<file path="src/rtl/tag_dispatcher.sv">
// Global-bus dispatch stage: loads per-column TAGs with a one-cycle flush, then broadcasts ID-tagged words
// until every matching column is READY. Optional drop counter enabled by `define TAG_DISPATCHER_DROP_CNT_EN.
module tag_dispatcher #(
  parameter int DATA_WIDTH = 16,
  parameter int NUM_COL    = 4,
  parameter int ID_W       = $clog2(NUM_COL)
) (
  input  logic                    clk,
  input  logic                    rstn,
  input  logic                    cfg_start,
  input  logic [NUM_COL*ID_W-1:0] cfg_tags,
  input  logic                    in_valid,
  output logic                    in_ready,
  input  logic [DATA_WIDTH-1:0]   in_data,
  input  logic [ID_W-1:0]         in_id,
  input  logic                    in_last,
  output logic [DATA_WIDTH-1:0]   bus_data,
  output logic [ID_W-1:0]         bus_id,
  output logic                    bus_en,
  output logic                    bus_flush,
  output logic [NUM_COL*ID_W-1:0] bus_tag,
  input  logic [NUM_COL-1:0]      col_ready,
  output logic                    busy,
  output logic                    done,
  output logic [15:0]             drop_count
);

  localparam logic [1:0] ST_IDLE   = 2'd0;
  localparam logic [1:0] ST_FLUSH  = 2'd1;
  localparam logic [1:0] ST_STREAM = 2'd2;
  localparam logic [1:0] ST_DONE   = 2'd3;

  logic [1:0]              state;
  logic [NUM_COL*ID_W-1:0] tag_r;
  logic                    vld_p0;
  logic [DATA_WIDTH-1:0]   data_p0;
  logic [ID_W-1:0]         id_p0;
  logic                    last_p0;

  logic [NUM_COL-1:0]      mask;
  logic                    deliver;
  logic                    accept;

  always_comb begin
    mask = '0;
    for (int c = 0; c < NUM_COL; c++) begin
      mask[c] = (tag_r[c*ID_W +: ID_W] == id_p0);
    end
  end

  // An empty mask delivers immediately, so unmatched words never stall the bus.
  assign deliver  = vld_p0 & ((col_ready & mask) == mask);
  assign in_ready = (state == ST_STREAM) & (~vld_p0 | deliver) & ~(deliver & last_p0);
  assign accept   = in_valid & in_ready;

  assign bus_en    = vld_p0;
  assign bus_data  = data_p0;
  assign bus_id    = id_p0;
  assign bus_flush = (state == ST_FLUSH);
  assign bus_tag   = tag_r;
  assign busy      = (state != ST_IDLE);
  assign done      = (state == ST_DONE);

  always_ff @(posedge clk or negedge rstn) begin
    if (!rstn) begin
      state <= ST_IDLE;
      tag_r <= '0;
    end else begin
      case (state)
        ST_IDLE: begin
          if (cfg_start) begin
            tag_r <= cfg_tags;
            state <= ST_FLUSH;
          end
        end
        ST_FLUSH:  state <= ST_STREAM;
        ST_STREAM: if (deliver && last_p0) state <= ST_DONE;
        default:   state <= ST_IDLE;
      endcase
    end
  end

  // Output register stage p0: the word currently broadcast on the bus.
  always_ff @(posedge clk or negedge rstn) begin
    if (!rstn) begin
      vld_p0  <= 1'b0;
      data_p0 <= '0;
      id_p0   <= '0;
      last_p0 <= 1'b0;
    end else if (accept) begin
      vld_p0  <= 1'b1;
      data_p0 <= in_data;
      id_p0   <= in_id;
      last_p0 <= in_last;
    end else if (deliver) begin
      vld_p0  <= 1'b0;
    end
  end

`ifdef TAG_DISPATCHER_DROP_CNT_EN
  function automatic logic [15:0] sat_inc16(input logic [15:0] v);
    return (v == 16'hFFFF) ? v : v + 16'd1;
  endfunction

  logic        drop_evt;
  logic [15:0] drop_cnt_r;

  assign drop_evt   = deliver & (mask == '0);
  assign drop_count = drop_cnt_r;

  always_ff @(posedge clk or negedge rstn) begin
    if (!rstn) begin
      drop_cnt_r <= '0;
    end else if (drop_evt) begin
      drop_cnt_r <= sat_inc16(drop_cnt_r);
    end
  end
`else
  assign drop_count = '0;
`endif

endmodule

</file>
<file path="config.mk">
export PLATFORM = sky130hd
export DESIGN_NAME = tag_dispatcher
export DESIGN_NICKNAME = d
export VERILOG_FILES = /design/src/rtl/tag_dispatcher.sv
export SDC_FILE = /design/constraint.sdc
export NUM_CORES = 1
export LEC_CHECK = 0
export ABC_AREA = 1
export BUFFER_PORTS_ARGS = -buffer_cell sky130_fd_sc_hd__buf_2
export CAP_MARGIN = 20
export CORE_MARGIN = 4
export CORE_UTILIZATION = 34
export CTS_CLUSTER_DIAMETER = 60
export DETAILED_ROUTE_END_ITERATION = 16
export HOLD_SLACK_MARGIN = 0.1
export PLACE_DENSITY = 0.68
export SLEW_MARGIN = 10
export SYNTH_ARGS = -nofsm -noshare
export SYNTH_HDL_FRONTEND = slang
export SYNTH_SLANG_ARGS = --single-unit
</file>
<file path="constraint.sdc">
create_clock -name clk -period 3.5 [get_ports clk]
set_input_delay 0.35 -clock clk [delete_from_list [all_inputs] [get_ports clk]]
set_output_delay 0.35 -clock clk [all_outputs]
set_load 0.01 [all_outputs]
</file>
### Yosys cells after proc, flatten, opt, wreduce, memory -nomap -nowiden

Cells that the tools add are included.

* bits in registers: 30
* input port bits: 35
* output and inout bits: 47
* logic and storage cells: 36

* equal/unequal tests: 10
* mux-type cells: 5
* bitwise logic cells: 9
* reductions and logical operators: 6

Operators with widths (count)
* $eq A2 B2 Y1: 4
* $pmux W2 S3: 1
* $and A1 B1 Y1: 5
* $and A4 B4 Y4: 1
* $eq A2 B2 Y1 const B: 2
* $eq A4 B4 Y1: 1
* $mux W2: 2
* $reduce_and A2 Y1: 2
* $reduce_bool A2 Y1: 2
* $eq A2 B1 Y1 const B: 1
* $logic_not A2 Y1: 1
* $mux W1: 2
* $ne A2 B1 Y1 const B: 1
* $ne A2 B2 Y1 const B: 1
* $not A1 Y1: 2
* $logic_and A1 B1 Y1: 1
* $or A1 B1 Y1: 1

### Logic depth before layout (Yosys ltp)

* depth in word-level cells: 9
* depth in mapped cells: 13
* depth with buffers taken out: 11

### Worst setup path after synthesis

OpenSTA, ideal clock, no wires.

* kind: flip-flop to output port
* from: register id_p0[0] (netlist: bus_id[0])
* to: output in_ready
* data arrival time: 1.329 ns
* data required time: 3.150 ns
* path slack: 1.821 ns
* cell stages (with the launch flop): 12
* buffers on the path: 2
* path through: dfrtp_1 -> buf_4 -> inv_1 -> nand2_1 -> nand3_1 -> nor2_1 -> nor2_1 -> nand2_1 -> nand2_2 -> inv_2 -> nor2_2 -> buf_6

* cells in the longest elaborated chain, start to end: 7
* elaborated cells on any way between the ends: 12
* those cells by class: 5 x eq/ne; 7 x bitwise

RTL lines
* from (decl): RTL line 37 `logic [ID_W-1:0] id_p0;`
* from (signal assigned): RTL line 93 `id_p0 <= in_id;`
* $eq A2 B2 Y1: RTL line 47 `mask[c] = (tag_r[c*ID_W +: ID_W] == id_p0);`
* $and A4 B4 Y4: RTL line 52 `assign deliver = vld_p0 & ((col_ready & mask) == mask);`
* $eq A4 B4 Y1 (*): RTL line 52
* $and A1 B1 Y1 (*): RTL line 52
* $or A1 B1 Y1 / $and A1 B1 Y1 (equally long branches): RTL line 53 `assign in_ready = (state == ST_STREAM) & (~vld_p0 | deliver) & ~(deliver & last_p0);`
* $and A1 B1 Y1 / $not A1 Y1 (equally long branches): RTL line 53
* $and A1 B1 Y1 (*): RTL line 53
* to (decl): RTL line 13 `output logic in_ready,`

Mark *: on every way between the ends. The rest lies on a longest branch, timed or not.

### Worst setup path after layout

* from: register id_p0[1] (netlist: bus_id[1])
* to: output in_ready

Same word-level chain as after synthesis.

==> qor.txt <==
HPWL Detailed: 2665 um
Cell variety after synth: 22
Cells after synthesis: 190
Cell Area, Synth: 0.001568 mm2
Kind of end point of the critical path: primary output
DR vias/cell: 4.362
Tmin final: 2.233 ns
CTS clk-pin slew, worst paths: 0.07 ns
Vias: 1339
Layout Utilization: 43.74%
Kind of critical path: reg2out
Layout cells sized above 1: 30.98%
GRT Total Usage: 12.48%
Post-synth top area cell: dfrtp_1
N_diodes: 0
Area share of the largest cell type after synthesis: 47.89%
I/O pin total: 82
Maximum vdd ir drop: 0.0003606 V
Max-cap viol count: 0
Arrival time worst endpoint: 1.88 ns
Post-CTS sizing: 0
R2R cell count: 10
Final nets: 294
Die width: 75.91 um
Crit share post-route: 63.80%
Routed length per instance: 11.49 um
First-pass GRT wire length: 5947 um
Critical Path Source Type: flop
Pleak: 1.158 nW
Unrepaired setup endpoints after global routing: false
Die Y: 75.91 um
Die area: 0.005762 mm2
CTS tree: built
Seq cells post-synth: 30
Worst setup path endpoint: in_ready
Initial Util: 35.52%
Fmax: 447.9 MHz
Worst-Skew Late Latency: 0.28 ns
Worst Setup SP: bus_id[1]
Mapped Avg Cell Area: 8.251 um2
Setup Viol. Count Final: 0
Grt ovf: 0
Post-CTS Setup Repair Bufs: 0
Hold/Removal Path Class: in2async
Area Growth Syn to Fin: 23.14%
Setup TNS Final: 0 ns
Max Buffers Root-to-Sink: 2
Core box area: 0.004414 mm2
Final hold vios: 0
Initial antenna violation count: 0
Fillers: 461
Outcome: finished, final reports clean
Pin count of the biggest net entering global routing: 31
Initial DRC Count: 71
Worst slew pin tran: 0.8432 ns
Max Slew Vio Count: 0
Reg area: 750.7 um2
Final wirelength: 3528 um
DRC: 0
TritonCTS sink count: 30
Reg-to-reg critical path endpoint: bus_data[11]
Worst EP required: 3.15 ns
Total CTS buffers: 5
Vias in the first global route: 1304
Synth area leaders: dfrtp_1, nand2_1, buf_4
Multi-input logic area: 634.4 um2
H-tree depth: 2
YS warnings: 0
# rows: 24
Slew Limit Headroom: 43.62%
CP max FO: 8
Final Wtd Congestion: 0.7687
Reg2reg setup slack: 1.34 ns
Antenna-violating nets left: 0
Port bufs: 65
CTS Root Cell: clkbuf_8
Reg2reg start: bus_id[1]
Pwr Density: 853.0 mW/mm2
Worst Clk Skew: 0.007754 ns
TritonRoute pass-1 iters: 4
Hold-fix buffer count after cts: 0
Register area share after synthesis: 47.89%
-- kinds of logic after synthesis --
group / after synthesis / synth area share, %
AO/OA/AOI/OAI: 11 / 3.990
XOR/XNOR: 1 / 0.5588
adder cells (fa/ha/maj): 5 / 3.990
buffers and inverters: 39 / 15.24
flip-flops: 30 / 47.89
multiplexers: 1 / 0.7182
other: 1 / 0.2392
AND/OR/NAND/NOR: 102 / 27.38
-- Yosys cell counts, drive strengths merged --
cell / count
nand3: 24
clkbuf: 1
nand4: 1
or2: 1
conb: 1
nor2: 14
nand2: 61
nand3b: 1
buf: 23
dfrtp: 30
o21ai: 1
o21bai: 3
mux2: 1
xor2: 1
ha: 5
a21oi: 7
inv: 15
-- metrics by stage --
stage	power [mW]	hold WS, ns	worst slack, ns	area [um2]	cells
finish	1.647	0.1167	1.267	1931	307
global placement	1.366	0.4215	1.389	1839	299
detailed placement	1.382	0.4383	1.358	1839	299
floorplan	1.141	0.05441	1.821	1624	205
CTS	1.676	0.1318	1.248	1931	307
global route	1.813	0.1551	0.9992	1931	307
-- power by group --
group	internal (mW)	switching [mW]	total, mW
clock	0.158	0.124	0.282
combinational	0.297	0.439	0.736
sequential	0.508	0.120	0.629
total	0.963	0.683	1.65
-- cell type report --
cell class,count,share of cell area (%)
flip-flops and latches,30,38.89
multi-input cells,136,32.86
repair buffers,66,17.24
clock buffers,7,4.472
well taps,52,3.370
inverters,15,2.916
clock inverters,1,0.2592
-- sequential cells by signal, indices dropped and copies added, names as in the netlist --
name and count:
bus_data 16, bus_en 1, bus_id 2, bus_tag 8, last_p0 1, state 2
-- worst min path at each step --
stage	cells after the start	from	end
2_1_floorplan	0	rstn	bus_data[0]
3_3_place_gp	1	rstn	bus_tag[2]
3_5_place_dp	1	rstn	bus_tag[3]
4_1_cts	1	rstn	bus_id[1]
5_1_grt	1	rstn	bus_data[8]
6_report	1	rstn	bus_id[1]
-- layer usage --
layer | track usage [%] | vias up | part of all wire (%)
li1 | - | 687 | -
met1 | 15.09 | 592 | 44
met3 | 5.924 | 8 | 9.6
met5 | 0 | - | 0
met2 | 19.18 | 52 | 44
met4 | 4.626 | 0 | 2.0
-- cells in the final DEF (no fill, tap or decap), types with 2 or more instances in the layout --
cell type	Yosys	layout
buf_2	2	65
nand2_1	60	60
dfrtp_1	30	30
nand3_1	24	24
conb_1	1	16
inv_1	14	14
nor2_1	12	12
a21oi_1	7	7
clkbuf_8	0	6
ha_1	5	5
o21bai_1	3	3
nor2_2	2	2
-- worst max-delay path: stages (launching register included) --
cell     delay [ns]
dfrtp_1        0.48
inv_1          0.11
nand2_1        0.07
nand3_1        0.07
nor2_1         0.15
nor2_2         0.06
nand3_1        0.08
nand2_1        0.10
nor2_2         0.28
buf_2          0.20
(Power assumes the default switching activity.)
